--- config.mk ---
export PLATFORM = sky130hd
export DESIGN_NAME = quad_sqrt
export DESIGN_NICKNAME = d
export VERILOG_FILES = /design/src/rtl/quad_pkg.sv /design/src/rtl/quad_sqrt_step.sv /design/src/rtl/quad_sqrt.sv
export SDC_FILE = /design/constraint.sdc
export NUM_CORES = 1
export LEC_CHECK = 0
export CORE_UTILIZATION = 30
export DETAILED_ROUTE_END_ITERATION = 10
export GPL_ROUTABILITY_DRIVEN = 0
export PLACE_DENSITY = 0.6
export SLEW_MARGIN = 40
export SYNTH_ARGS = -nofsm -noshare
export SYNTH_HDL_FRONTEND = slang
export SYNTH_HIERARCHICAL = 1
export SYNTH_SLANG_ARGS = --single-unit
--- constraint.sdc ---
create_clock -name clk -period 5 [get_ports clk]
set_clock_uncertainty 0.15 [all_clocks]
set_input_delay 1.25 -clock clk [delete_from_list [all_inputs] [get_ports clk]]
set_output_delay 1.25 -clock clk [all_outputs]
set_load 0.005 [all_outputs]
--- src/rtl/quad_pkg.sv ---
// quad_pkg: default widths and FSM state type shared by the quad_sqrt block.
package quad_pkg;
   localparam int IN_W_D   = 29;
   localparam int ROOT_W_D = 15;
   localparam int REM_W_D  = 16;
   typedef enum logic [1:0] {IDLE, CALC, DONE} state_t;
endpackage

--- src/rtl/quad_sqrt_step.sv ---
// quad_sqrt_step: one restoring square-root recurrence iteration (combinational).
module quad_sqrt_step #(
   parameter int ROOT_W = 15,
   parameter int REM_W  = 16
) (
   input  logic [REM_W:0]    rem,
   input  logic [ROOT_W-1:0] root,
   input  logic [1:0]        bits,
   output logic [REM_W:0]    rem_nxt,
   output logic              bit_nxt
);
   logic [REM_W+2:0] t, trial;
   assign t       = {rem, bits};
   assign trial   = (REM_W+3)'({root, 2'b01});
   assign bit_nxt = t >= trial;
   assign rem_nxt = (REM_W+1)'(bit_nxt ? t - trial : t);
endmodule

--- src/rtl/quad_sqrt.sv ---
// quad_sqrt: sequential integer square root, one root bit per cycle, MSB first.
// Define QUAD_SQRT_ROUND_EN to round out_root to nearest; out_rem stays the floor remainder.
module quad_sqrt
   import quad_pkg::*;
#(
   parameter int IN_W   = IN_W_D,
   parameter int ROOT_W = ROOT_W_D,
   parameter int REM_W  = REM_W_D
) (
   input  logic              clk,
   input  logic              rst,
   input  logic              in_valid,
   output logic              in_ready,
   input  logic [IN_W-1:0]   in_data,
   output logic              out_valid,
   input  logic              out_ready,
   output logic [ROOT_W-1:0] out_root,
   output logic [REM_W-1:0]  out_rem
);
   localparam int CW = $clog2(ROOT_W + 1);
   state_t              state, state_nxt;
   logic [2*ROOT_W-1:0] opnd;
   logic [ROOT_W-1:0]   root, root_fin, root_out, out_root_q;
   logic [REM_W:0]      rem, rem_nxt;
   logic [REM_W-1:0]    out_rem_q;
   logic [CW-1:0]       cnt;
   logic                bit_nxt;

   quad_sqrt_step #(.ROOT_W(ROOT_W), .REM_W(REM_W)) u_step (
      .rem(rem), .root(root), .bits(opnd[2*ROOT_W-1 -: 2]),
      .rem_nxt(rem_nxt), .bit_nxt(bit_nxt)
   );

   assign root_fin = {root[ROOT_W-2:0], bit_nxt};
`ifdef QUAD_SQRT_ROUND_EN
   // round up when the floor remainder exceeds the floor root (x > r^2 + r)
   assign root_out = root_fin + ROOT_W'(rem_nxt > (REM_W+1)'(root_fin));
`else
   assign root_out = root_fin;
`endif

   assign in_ready  = state == IDLE;
   assign out_valid = state == DONE;
   assign out_root  = out_root_q;
   assign out_rem   = out_rem_q;

   always_ff @(posedge clk or posedge rst)
      if (rst) state <= IDLE;
      else     state <= state_nxt;

   always_comb begin
      state_nxt = state;
      case (state)
         IDLE:    state_nxt = in_valid ? CALC : IDLE;
         CALC:    state_nxt = cnt == '0 ? DONE : CALC;
         DONE:    state_nxt = out_ready ? IDLE : DONE;
         default: state_nxt = IDLE;
      endcase
   end

   always_ff @(posedge clk or posedge rst) begin
      if (rst) begin
         opnd       <= '0;
         root       <= '0;
         rem        <= '0;
         cnt        <= '0;
         out_root_q <= '0;
         out_rem_q  <= '0;
      end else if (state == IDLE && in_valid) begin
         opnd <= (2*ROOT_W)'(in_data);
         root <= '0;
         rem  <= '0;
         cnt  <= CW'(ROOT_W - 1);
      end else if (state == CALC) begin
         opnd <= opnd << 2;
         root <= root_fin;
         rem  <= rem_nxt;
         if (cnt != '0) cnt <= cnt - 1'b1;
         if (cnt == '0) begin
            out_root_q <= root_out;
            out_rem_q  <= rem_nxt[REM_W-1:0];
         end
      end
   end
endmodule
==> results of run 1 <==
-- layout by cell type, fill, tap and decap left out, types with 2 or more instances in the layout --
cell / count
sky130_fd_sc_hd__nand2b_1: 2
sky130_fd_sc_hd__xnor2_1: 7
sky130_fd_sc_hd__and3_1: 2
sky130_fd_sc_hd__nand3_1: 40
sky130_fd_sc_hd__a31oi_1: 4
sky130_fd_sc_hd__clkbuf_16: 9
sky130_fd_sc_hd__o21ai_0: 8
sky130_fd_sc_hd__nand2_1: 132
sky130_fd_sc_hd__dfrtp_1: 99
sky130_fd_sc_hd__mux2_2: 10
sky130_fd_sc_hd__o211ai_1: 2
sky130_fd_sc_hd__inv_6: 3
sky130_fd_sc_hd__clkbuf_8: 2
sky130_fd_sc_hd__o31ai_1: 2
sky130_fd_sc_hd__a211o_1: 2
sky130_fd_sc_hd__a211oi_1: 3
sky130_fd_sc_hd__nor3_1: 6
sky130_fd_sc_hd__a31o_2: 3
sky130_fd_sc_hd__a22oi_1: 27
sky130_fd_sc_hd__inv_1: 23
sky130_fd_sc_hd__a21o_1: 3
sky130_fd_sc_hd__clkdlybuf4s50_1: 65
sky130_fd_sc_hd__mux2_4: 29
sky130_fd_sc_hd__ha_1: 18
sky130_fd_sc_hd__clkinv_2: 2
sky130_fd_sc_hd__a21oi_1: 14
sky130_fd_sc_hd__xor2_1: 7
sky130_fd_sc_hd__nor2_1: 10
sky130_fd_sc_hd__mux2_1: 7
sky130_fd_sc_hd__nand4_1: 2
sky130_fd_sc_hd__buf_4: 4
-- tightest hold or removal path, stage by stage, from the launching register on --
cell	delay [ns]
sky130_fd_sc_hd__dfrtp_1	0.34
sky130_fd_sc_hd__nand2_1	0.05
sky130_fd_sc_hd__nand2_1	0.06
-- per-stage QoR --
| stage | setup slack, ns | util [%] | area, um^2 | total power (uW) | hold slack [ns] |
|---|---|---|---|---|---|
| 2_1_floorplan | 1.01 | - | 5180 | 3400 | 0.289 |
| 3_3_place_gp | 1.58 | 35.8 | 5970 | 4040 | 0.308 |
| 3_5_place_dp | 1.52 | 35.8 | 5980 | 4120 | 0.313 |
| 4_1_cts | 1.50 | 37.5 | 6270 | 4820 | 0.330 |
| 5_1_grt | 1.34 | 37.5 | 6270 | 5200 | 0.358 |
| 6_report | 1.51 | 37.5 | 6270 | 4780 | 0.330 |
-- area by class of cell --
type / count / area, um^2
Multi-Input combinational cell: 362 / 2450
Clock inverter: 5 / 35.0
Inverter: 24 / 95.1
Clock buffer: 11 / 253
Timing Repair Buffer: 69 / 681
Tap cell: 220 / 275
Fill cell: 1686 / 10400
Sequential cell: 99 / 2480
-- how the worst min path moves through the flow --
stage,start,endpoint,depth (start not counted)
floorplan,opnd[27]$_DFFE_PP0P_,opnd[29]$_DFFE_PP0P_,2
global placement,opnd[24]$_DFFE_PP0P_,opnd[24]$_DFFE_PP0P_,2
detailed placement,opnd[20]$_DFFE_PP0P_,opnd[20]$_DFFE_PP0P_,2
CTS,opnd[20]$_DFFE_PP0P_,opnd[20]$_DFFE_PP0P_,2
global route,opnd[24]$_DFFE_PP0P_,opnd[24]$_DFFE_PP0P_,2
finish,opnd[20]$_DFFE_PP0P_,opnd[20]$_DFFE_PP0P_,2
-- cells by family after synthesis --
group | after synthesis | synth area share, %
muxes | 47 | 12.3
AOI/OAI and AO/OA | 77 | 10.5
and+or+nand+nor | 206 | 17.4
DFF | 99 | 47.8
adders and majority gates | 18 | 4.35
buffers and inverters | 53 | 5.29
xor gates and xnor gates | 14 | 2.37
-- metal layers --
layer	wire length (um)	share of wire, %	track usage, %
met1	5460	48	18.6
met2	5310	46	21.3
met3	609	5.3	4.38
met4	90	0.78	3.66
met5	0	0	0
-- synthesized netlist by cell type, types with 6 or more instances --
cell | count | share of area (%)
sky130_fd_sc_hd__a21oi_1 | 14 | 1.4
sky130_fd_sc_hd__a22oi_1 | 27 | 3.9
sky130_fd_sc_hd__clkbuf_1 | 21 | 1.5
sky130_fd_sc_hd__dfrtp_1 | 99 | 48
sky130_fd_sc_hd__ha_1 | 18 | 4.3
sky130_fd_sc_hd__inv_1 | 24 | 1.7
sky130_fd_sc_hd__mux2_1 | 7 | 1.5
sky130_fd_sc_hd__mux2_2 | 10 | 2.2
sky130_fd_sc_hd__mux2_4 | 29 | 8.4
sky130_fd_sc_hd__nand2_1 | 132 | 9.6
sky130_fd_sc_hd__nand3_1 | 40 | 3.9
sky130_fd_sc_hd__nor2_1 | 10 | 0.72
sky130_fd_sc_hd__nor3_1 | 6 | 0.58
sky130_fd_sc_hd__o21ai_0 | 8 | 0.77
sky130_fd_sc_hd__xnor2_1 | 7 | 1.2
sky130_fd_sc_hd__xor2_1 | 7 | 1.2
-- where the power goes --
| part | total (uW) | switching [uW] | internal [uW] | leakage, uW |
|---|---|---|---|---|
| registers | 1460 | 282 | 1180 | 0.00124 |
| logic | 2650 | 1370 | 1280 | 0.00161 |
| clock network | 675 | 308 | 366 | 0.000142 |
| total | 4780 | 1960 | 2820 | 0.00300 |
-- registers in the layout (all words and copies together), names as in the netlist --
signal and count:
opnd 30, rem 17, out_rem 16, out_root 15, root 15, cnt 4, state 2
==> qor.json, run 1 <==
{
  "status": {"value": "complete, no violations"},
  "cts_resized": {"value": 0},
  "io_pins": {"value": 66},
  "clk_latency": {"value": 0.35, "unit": "ns"},
  "via_count": {"value": 3832},
  "routed_wl": {"value": 11.5, "unit": "mm"},
  "fp.dieH": {"value": 133, "unit": "um"},
  "std_cell_core_area": {"value": 16700, "unit": "um^2"},
  "antenna-diode-count": {"value": 0},
  "powerDensity": {"value": 762, "unit": "nW/um^2"},
  "ant_nets": {"value": 0},
  "grt_setup_unrepaired": {"value": "no"},
  "critical_path.slowest_cell": {"value": "sky130_fd_sc_hd__a31oi_4"},
  "yosys_register_bits": {"value": 99},
  "synth_seq_area_share": {"value": 47.8, "unit": "%"},
  "initial_core_util": {"value": 31.0, "unit": "%"},
  "wl_per_cell": {"value": 14.5, "unit": "um"},
  "timing.rr.end": {"value": "out_rem[8]$_DFFE_PP0P_"},
  "clock_tree.root_cell": {"value": "sky130_fd_sc_hd__clkbuf_16"},
  "cp_cell_sequence": {"value": "inv_1 > ha_1 > o211ai_1 > o21ai_1 > a211o_1 > a31o_2 > a41o_1 > a31oi_4 > mux2_2 > mux2_4"},
  "post_route_cells_drive_above_1_share": {"value": 12.3, "unit": "%"},
  "max_slew.worst_pin.slew": {"value": 0.707, "unit": "ns"},
  "synth_flop_cell": {"value": "sky130_fd_sc_hd__dfrtp_1"},
  "worstSetupEndpointType": {"value": "flip-flop"},
  "postSynthAreaPerCell": {"value": 10.1, "unit": "um^2"},
  "cts_htree_levels": {"value": 3},
  "cp_num_cells": {"value": 10},
  "global_route.usage.total": {"value": 13.8, "unit": "%"},
  "critPathRequiredTime": {"value": 5.09, "unit": "ns"},
  "cts.path.max_buffers": {"value": 2},
  "async_flop_share": {"value": 100, "unit": "%"},
  "ys.warnings.count": {"value": 6},
  "drtIter0Drc": {"value": 254},
  "critical-path-top-delay-family": {"value": "compound AO/OA/AOI/OAI gates"},
  "max_cap_viol": {"value": 0},
  "detailedRoute.firstPassIterationCount": {"value": 4},
  "grt_remaining_overflow": {"value": 0},
  "launching_point_of_the_worst_reg2reg_path": {"value": "root[0]$_DFFE_PP0P_"},
  "grt_first_pass_wirelength": {"value": 19.6, "unit": "mm"},
  "slew_headroom": {"value": 52.9, "unit": "%"},
  "hold_path_class": {"value": "flip-flop to flip-flop"},
  "portBuffers": {"value": 65},
  "finalSetupViolations": {"value": 0},
  "dieWidth": {"value": 133, "unit": "um"},
  "grt_antenna_before_repair": {"value": 0},
  "path_clk_slew": {"value": 0.07, "unit": "ns"},
  "irDropWorstVdd": {"value": 0.000230, "unit": "V"},
  "final.setup.tns": {"value": 0, "unit": "ns"},
  "clock_sinks": {"value": 99},
  "layout-area-overhead-vs-synth": {"value": 21.1, "unit": "%"},
  "synth.distinct_cells": {"value": 50},
  "max_freq": {"value": 286, "unit": "MHz"},
  "synthesis.nets": {"value": 565},
  "worstPathMaxFanout": {"value": 18},
  "critical_path_class": {"value": "flip-flop to flip-flop"},
  "hpwlAfterDp": {"value": 7.73, "unit": "mm"},
  "number_of_remaining_drc_errors": {"value": 0},
  "first_global_vias": {"value": 3898},
  "fin_cells": {"value": 790},
  "launching_instance_or_port_of_the_critical_path": {"value": "root[0]$_DFFE_PP0P_"},
  "cts_post_setup_buffers_inserted": {"value": 0},
  "timing.reg2reg.setup_slack": {"value": 1.51, "unit": "ns"},
  "placedCellCount": {"value": 774},
  "max_stage_delay": {"value": 0.60, "unit": "ns"},
  "timing_max_transition_violations_final": {"value": 0},
  "die_area": {"value": 17800, "unit": "um^2"},
  "final_nets": {"value": 616},
  "ctsHoldBuffers": {"value": 0},
  "finalCriticalPeriod": {"value": 3.49, "unit": "ns"},
  "timing.final.crit_share": {"value": 69.9, "unit": "%"},
  "static-leakage-power": {"value": 0.00300, "unit": "uW"},
  "cells_on_worst_reg2reg_path": {"value": 10},
  "critical_path.endpoint": {"value": "out_rem[8]$_DFFE_PP0P_"},
  "cts_buffers": {"value": 9},
  "cts_tree": {"value": "done"},
  "worst_ep_arrival_time": {"value": 3.58, "unit": "ns"},
  "synthesized_instance_count": {"value": 514},
  "mappedNetlistArea": {"value": 5180, "unit": "um^2"},
  "timing.final.hold_violations": {"value": 0},
  "std_cell_rows": {"value": 47},
  "worstSetupStartpointType": {"value": "flip-flop"},
  "grt_max_degree": {"value": 62},
  "viasPerCell": {"value": 4.85},
  "synth_edf_count": {"value": 0},
  "sum_of_buffers_and_inverters_on_the_critical_path": {"value": 1}
}
Note: power is estimated with default switching activity, not from simulation.
==> run 2, diff against run 1 <==
==> constraint.sdc (replaced) <==
create_clock -name clk -period 3.5 [get_ports clk]
set_clock_uncertainty 0.15 [all_clocks]
set_input_delay 0.875 -clock clk [delete_from_list [all_inputs] [get_ports clk]]
set_output_delay 0.875 -clock clk [all_outputs]
set_load 0.005 [all_outputs]
==> run 2 against run 1 <==
  * Maximum frequency grew 7.4%
  * Largest cell class unchanged
  * Register-to-register slack lost 1.3 ns
  * Hold slack got worse by 0.0029 ns
  * Critical path type unchanged
  * First-iteration DRC count shrank 20%
  * Flip-flop and latch count did not move
  * Cell count up 0.38%
  * Final area rose by 1.2%
  * Global-route usage increased by 0.22 points
  * Clock power is 61% higher
  * Wire length is 1.2% higher
  * Sequential share of layout area decreased by 0.45 points
==> qor.json, run 2 (synthesis gave the netlist of run 1 again) <==
{
  "placedCellCount": {"value": 778},
  "clk_latency": {"value": 0.35, "unit": "ns"},
  "grt_antenna_before_repair": {"value": 0},
  "irDropWorstVdd": {"value": 0.000328, "unit": "V"},
  "fin_cells": {"value": 793},
  "first_global_vias": {"value": 3928},
  "die_area": {"value": 17800, "unit": "um^2"},
  "dieWidth": {"value": 133, "unit": "um"},
  "initial_core_util": {"value": 31.0, "unit": "%"},
  "static-leakage-power": {"value": 0.00304, "unit": "uW"},
  "postLayoutCellArea": {"value": 6340, "unit": "um^2"},
  "finalSetupViolations": {"value": 0},
  "largest-register": {"value": "opnd"},
  "wl_per_cell": {"value": 14.6, "unit": "um"},
  "via_count": {"value": 3845},
  "fin_util": {"value": 38.0, "unit": "%"},
  "clock_sinks": {"value": 99},
  "portBuffers": {"value": 65},
  "cts_buffers": {"value": 9},
  "worstPathMaxFanout": {"value": 12},
  "detailedRoute.firstPassIterationCount": {"value": 5},
  "powerDensity": {"value": 1110, "unit": "nW/um^2"},
  "clock_tree.root_cell": {"value": "sky130_fd_sc_hd__clkbuf_16"},
  "viasPerCell": {"value": 4.85},
  "final.setup.tns": {"value": 0, "unit": "ns"},
  "routed_wl": {"value": 11.6, "unit": "mm"},
  "grt_first_pass_wirelength": {"value": 19.9, "unit": "mm"},
  "cts_tree": {"value": "done"},
  "placed_cell_area": {"value": 6010, "unit": "um^2"},
  "number_of_remaining_drc_errors": {"value": 0},
  "timing.final.crit_share": {"value": 92.9, "unit": "%"},
  "finalCriticalPeriod": {"value": 3.25, "unit": "ns"},
  "final_nets": {"value": 620},
  "grt_remaining_overflow": {"value": 0},
  "layout.cells.most_common": {"value": "sky130_fd_sc_hd__nand2_1"},
  "max_cap_viol": {"value": 0},
  "cts_htree_levels": {"value": 3},
  "cts_resized": {"value": 0},
  "critPathRequiredTime": {"value": 3.58, "unit": "ns"},
  "std_cell_rows": {"value": 47},
  "commonest_non_fill_non_tap_cells_in_the_layout": {"value": "sky130_fd_sc_hd__nand2_1, sky130_fd_sc_hd__dfrtp_1, sky130_fd_sc_hd__clkdlybuf4s50_1"},
  "layout-area-overhead-vs-synth": {"value": 22.5, "unit": "%"},
  "max_freq": {"value": 308, "unit": "MHz"},
  "status": {"value": "complete, no violations"},
  "path_clk_slew": {"value": 0.07, "unit": "ns"},
  "worst_ep_arrival_time": {"value": 3.33, "unit": "ns"},
  "std_cell_core_area": {"value": 16700, "unit": "um^2"},
  "antenna-diode-count": {"value": 0},
  "ant_nets": {"value": 0},
  "worstSetupStartpointType": {"value": "flip-flop"},
  "grt_max_degree": {"value": 100},
  "timing.final.hold_violations": {"value": 0},
  "hpwlAfterDp": {"value": 7.66, "unit": "mm"},
  "post_route_cells_drive_above_1_share": {"value": 12.7, "unit": "%"},
  "ctsHoldBuffers": {"value": 0},
  "timing_max_transition_violations_final": {"value": 0},
  "worstSetupEndpointType": {"value": "flip-flop"},
  "cts.path.max_buffers": {"value": 2},
  "hold_path_class": {"value": "flip-flop to flip-flop"},
  "cts_post_setup_buffers_inserted": {"value": 0},
  "drtIter0Drc": {"value": 203},
  "critical_path_class": {"value": "flip-flop to flip-flop"},
  "grt_setup_unrepaired": {"value": "no"},
  "slew_headroom": {"value": 49.5, "unit": "%"},
  "global_route.usage.total": {"value": 14.0, "unit": "%"},
  "io_pins": {"value": 66},
  "max_reg_flops": {"value": 30},
  "fp.dieH": {"value": 133, "unit": "um"},
  "max_slew.worst_pin.slew": {"value": 0.756, "unit": "ns"}
}
[run 2: stage by stage]
stage / setup WS, ns / hold WS [ns] / power [uW]
2_1_floorplan: 0.382 / 0.289 / 4860
3_5_place_dp: 0.283 / 0.315 / 5930
4_1_cts: 0.264 / 0.331 / 7070
3_3_place_gp: 0.336 / 0.308 / 5830
6_report: 0.249 / 0.327 / 7020
5_1_grt: 0.131 / 0.342 / 7630
[run 2: power by group]
group	total, uW	internal, uW	switching [uW]	leakage [uW]
Sequential	2070	1680	396	0.00124
Clock	1090	662	429	0.000162
Combinational	3850	1870	1980	0.00163
[run 2: final cells by class]
cell class                 count  area [um^2]
fill                        1661        10400
sequential                    99         2480
multi-input combinational    362         2450
timing repair buffer          73          723
tap                          220          275
clock buffer                  11          253
inverter                      24         93.8
clock inverter                 4         73.8
[run 2: path summary, 6_finish.rpt]
kind / startpoint / endpoint / slack, ns / cells after the start
worst max-delay path: root[0]$_DFFE_PP0P_ / out_rem[9]$_DFFE_PP0P_ / 0.25 / 11
worst min-delay path: opnd[22]$_DFFE_PP0P_ / opnd[22]$_DFFE_PP0P_ / 0.33 / 2
worst max register to register: root[0]$_DFFE_PP0P_ / out_rem[9]$_DFFE_PP0P_ / 0.25 / 11
worst min register to register: opnd[22]$_DFFE_PP0P_ / opnd[22]$_DFFE_PP0P_ / 0.33 / 2
max in group asynchronous: rst / out_rem[6]$_DFFE_PP0P_ / 1.92 / 3
min in group asynchronous: rst / out_root[14]$_DFFE_PP0P_ / 0.87 / 3
[run 2: worst max-delay path: stages, from the launching register on]
cell and delay, ns:
sky130_fd_sc_hd__dfrtp_1 0.38, sky130_fd_sc_hd__inv_1 0.06, sky130_fd_sc_hd__ha_1 0.35, sky130_fd_sc_hd__o211ai_1 0.18
sky130_fd_sc_hd__o21ai_1 0.14, sky130_fd_sc_hd__a211o_1 0.34, sky130_fd_sc_hd__a31o_2 0.24, sky130_fd_sc_hd__a41o_1 0.23
sky130_fd_sc_hd__a31oi_4 0.16, sky130_fd_sc_hd__buf_4 0.24, sky130_fd_sc_hd__mux2_1 0.38, sky130_fd_sc_hd__mux2_4 0.28
[run 2: metal layers]
metal	up-vias	global-route usage (%)	wire, um
met5	-	0	0
met4	0	4.04	85
met3	5	3.65	529
met2	78	22.2	5440
met1	1885	18.8	5550
li1	1877	-	-
==> run 3, diff against run 2 <==
--- a/config.mk
+++ b/config.mk
@@ -5,7 +5,9 @@
 export SDC_FILE = /design/constraint.sdc
 export NUM_CORES = 1
 export LEC_CHECK = 0
+export CORE_ASPECT_RATIO = 2
 export CORE_UTILIZATION = 30
+export CTS_CLUSTER_SIZE = 10
 export DETAILED_ROUTE_END_ITERATION = 10
 export GPL_ROUTABILITY_DRIVEN = 0
 export PLACE_DENSITY = 0.6
==> run 3 against run 2 <==
  * Cell count fell by 1.3%
  * Clock power fell by 12%
  * Global-route usage rose by 1.2 points
  * First-iteration DRC count rose by 16%
  * Core utilization fell by 0.55 points
  * Sequential share of layout area rose by 0.22 points
  * Maximum frequency barely moved
  * Final area fell by 0.57%
  * Critical path type unchanged
==> qor.json, run 3 (synthesis gave the netlist of run 1 again) <==
{
  "cts.path.max_buffers": {"value": 2},
  "seqCellArea": {"value": 2480, "unit": "um^2"},
  "commonest_non_fill_non_tap_cells_in_the_layout": {"value": "sky130_fd_sc_hd__nand2_1, sky130_fd_sc_hd__dfrtp_1, sky130_fd_sc_hd__clkdlybuf4s50_1"},
  "std_cell_core_area": {"value": 16800, "unit": "um^2"},
  "status": {"value": "complete, no violations"},
  "io_pins": {"value": 66},
  "largest-register": {"value": "opnd"},
  "finalSetupViolations": {"value": 0},
  "layout-area-overhead-vs-synth": {"value": 21.8, "unit": "%"},
  "via_count": {"value": 3947},
  "viasPerCell": {"value": 5.04},
  "wl_per_cell": {"value": 15.8, "unit": "um"},
  "cts_resized": {"value": 0},
  "max_stage_delay": {"value": 0.39, "unit": "ns"},
  "cts_post_setup_buffers_inserted": {"value": 0},
  "hpwlAfterDp": {"value": 8.79, "unit": "mm"},
  "grt_remaining_overflow": {"value": 0},
  "worst_ep_arrival_time": {"value": 3.34, "unit": "ns"},
  "max_freq": {"value": 307, "unit": "MHz"},
  "path_clk_slew": {"value": 0.08, "unit": "ns"},
  "dp_slack": {"value": 0.278, "unit": "ns"},
  "finalCriticalPeriod": {"value": 3.25, "unit": "ns"},
  "initial_core_util": {"value": 30.7, "unit": "%"},
  "grt_setup_unrepaired": {"value": "no"},
  "slew_headroom": {"value": 54.3, "unit": "%"},
  "timing.final.crit_share": {"value": 93.0, "unit": "%"},
  "irDropWorstVdd": {"value": 0.000436, "unit": "V"},
  "critical_path.slowest_cell": {"value": "sky130_fd_sc_hd__dfrtp_1"},
  "drtIter0Drc": {"value": 236},
  "max_cap_viol": {"value": 0},
  "cp_cell_sequence": {"value": "inv_1 > ha_1 > a21oi_1 > o21ai_1 > a211o_1 > a31o_2 > a41o_1 > a31oi_4 > buf_4 > mux2_2 > mux2_4"},
  "grt_antenna_before_repair": {"value": 0},
  "final.setup.tns": {"value": 0, "unit": "ns"},
  "die_area": {"value": 17800, "unit": "um^2"},
  "fin_util": {"value": 37.4, "unit": "%"},
  "p_int": {"value": 4040, "unit": "uW"},
  "global_route.usage.total": {"value": 15.2, "unit": "%"},
  "clock_power_share": {"value": 13.7, "unit": "%"},
  "powerDensity": {"value": 1100, "unit": "nW/um^2"},
  "nFillCells": {"value": 1644},
  "max_slew.worst_pin.slew": {"value": 0.685, "unit": "ns"},
  "switching_share": {"value": 42.0, "unit": "%"},
  "comb_power_share": {"value": 56.4, "unit": "%"},
  "routed_wl": {"value": 12.4, "unit": "mm"},
  "total_power": {"value": 6960, "unit": "uW"},
  "net_switching_power_figure": {"value": 2930, "unit": "uW"},
  "std_cell_rows": {"value": 67},
  "timing.reg2reg.setup_slack": {"value": 0.25, "unit": "ns"},
  "ctsHoldBuffers": {"value": 0},
  "grt_first_pass_wirelength": {"value": 21.0, "unit": "mm"},
  "final_nets": {"value": 622},
  "clk_latency": {"value": 0.36, "unit": "ns"},
  "antenna-diode-count": {"value": 0},
  "portBuffers": {"value": 65},
  "multi_input_area": {"value": 2450, "unit": "um^2"},
  "timing_max_transition_violations_final": {"value": 0},
  "critical_path_class": {"value": "flip-flop to flip-flop"},
  "max_reg_flops": {"value": 30},
  "first_global_vias": {"value": 4220},
  "cts_buffers": {"value": 9},
  "clock_sinks": {"value": 99},
  "hold_path_class": {"value": "flip-flop to flip-flop"},
  "cts_htree_levels": {"value": 3},
  "detailedRoute.firstPassIterationCount": {"value": 4},
  "ant_nets": {"value": 0},
  "sequentialPowerShare": {"value": 29.8, "unit": "%"},
  "clock_tree.root_cell": {"value": "sky130_fd_sc_hd__clkbuf_16"},
  "grt_max_degree": {"value": 42},
  "critPathRequiredTime": {"value": 3.59, "unit": "ns"},
  "worstSetupStartpointType": {"value": "flip-flop"},
  "post_route_cells_drive_above_1_share": {"value": 13.0, "unit": "%"},
  "cts_tree": {"value": "done"},
  "worstSetupEndpointType": {"value": "flip-flop"},
  "static-leakage-power": {"value": 0.00303, "unit": "uW"},
  "setup_ws_final": {"value": 0.246, "unit": "ns"},
  "layout.cells.most_common": {"value": "sky130_fd_sc_hd__nand2_1"},
  "fp.dieH": {"value": 188, "unit": "um"},
  "dieWidth": {"value": 94.9, "unit": "um"},
  "number_of_remaining_drc_errors": {"value": 0},
  "timing.final.hold_violations": {"value": 0},
  "worstPathMaxFanout": {"value": 10}
}
run 3: worst max-delay path, delay by kind of cell (launching register included):
kind,cells,cell delay [ns]
AO/OA/AOI/OAI,6,1.30
adder cells (fa/ha/maj),1,0.37
buffers and inverters,2,0.29
flip-flops,1,0.39
multiplexers,2,0.64
run 3: final cells by class:
class,instances,share of cell area [%]
clock inverter,6,0.793
inverter,24,1.49
multi-input combinational,362,38.8
sequential,99,39.3
timing repair buffer,75,11.9
tap,207,4.11
clock buffer,10,3.63
run 3: power by group through the flow:
stage                     Combinational (uW)  Clock (uW)  Sequential (uW)
final                                   3930         957             2080
after global routing                    4380        1030             2150
after CTS                               3940         992             2090
after detailed placement                3920           0             2100
after global placement                  3820           0             2090
after floorplan                         2880           0             1980
run 3: final timing paths:
check	from	to	cells after the start
worst max-delay path	root[2]$_DFFE_PP0P_	out_rem[8]$_DFFE_PP0P_	11
worst min-delay path	opnd[27]$_DFFE_PP0P_	opnd[29]$_DFFE_PP0P_	2
worst max register to register	root[2]$_DFFE_PP0P_	out_rem[8]$_DFFE_PP0P_	11
min in group asynchronous	rst	out_root[7]$_DFFE_PP0P_	2
max in group asynchronous	rst	out_rem[11]$_DFFE_PP0P_	3
worst min register to register	opnd[27]$_DFFE_PP0P_	opnd[29]$_DFFE_PP0P_	2
run 3: stage by stage:
step	area, um^2	instances	hold slack [ns]
after floorplan	5180	514	0.289
after global placement	6030	767	0.299
after detailed placement	6030	767	0.305
after CTS	6310	783	0.324
after global routing	6310	783	0.341
final	6310	783	0.319
run 3: layer usage:
layer	global-route usage (%)	up-vias	wire length [um]
li1	-	1881	-
met1	16.6	1965	4700
met2	27.1	83	6910
met3	3.37	18	476
met4	7.23	0	310
met5	0	-	0
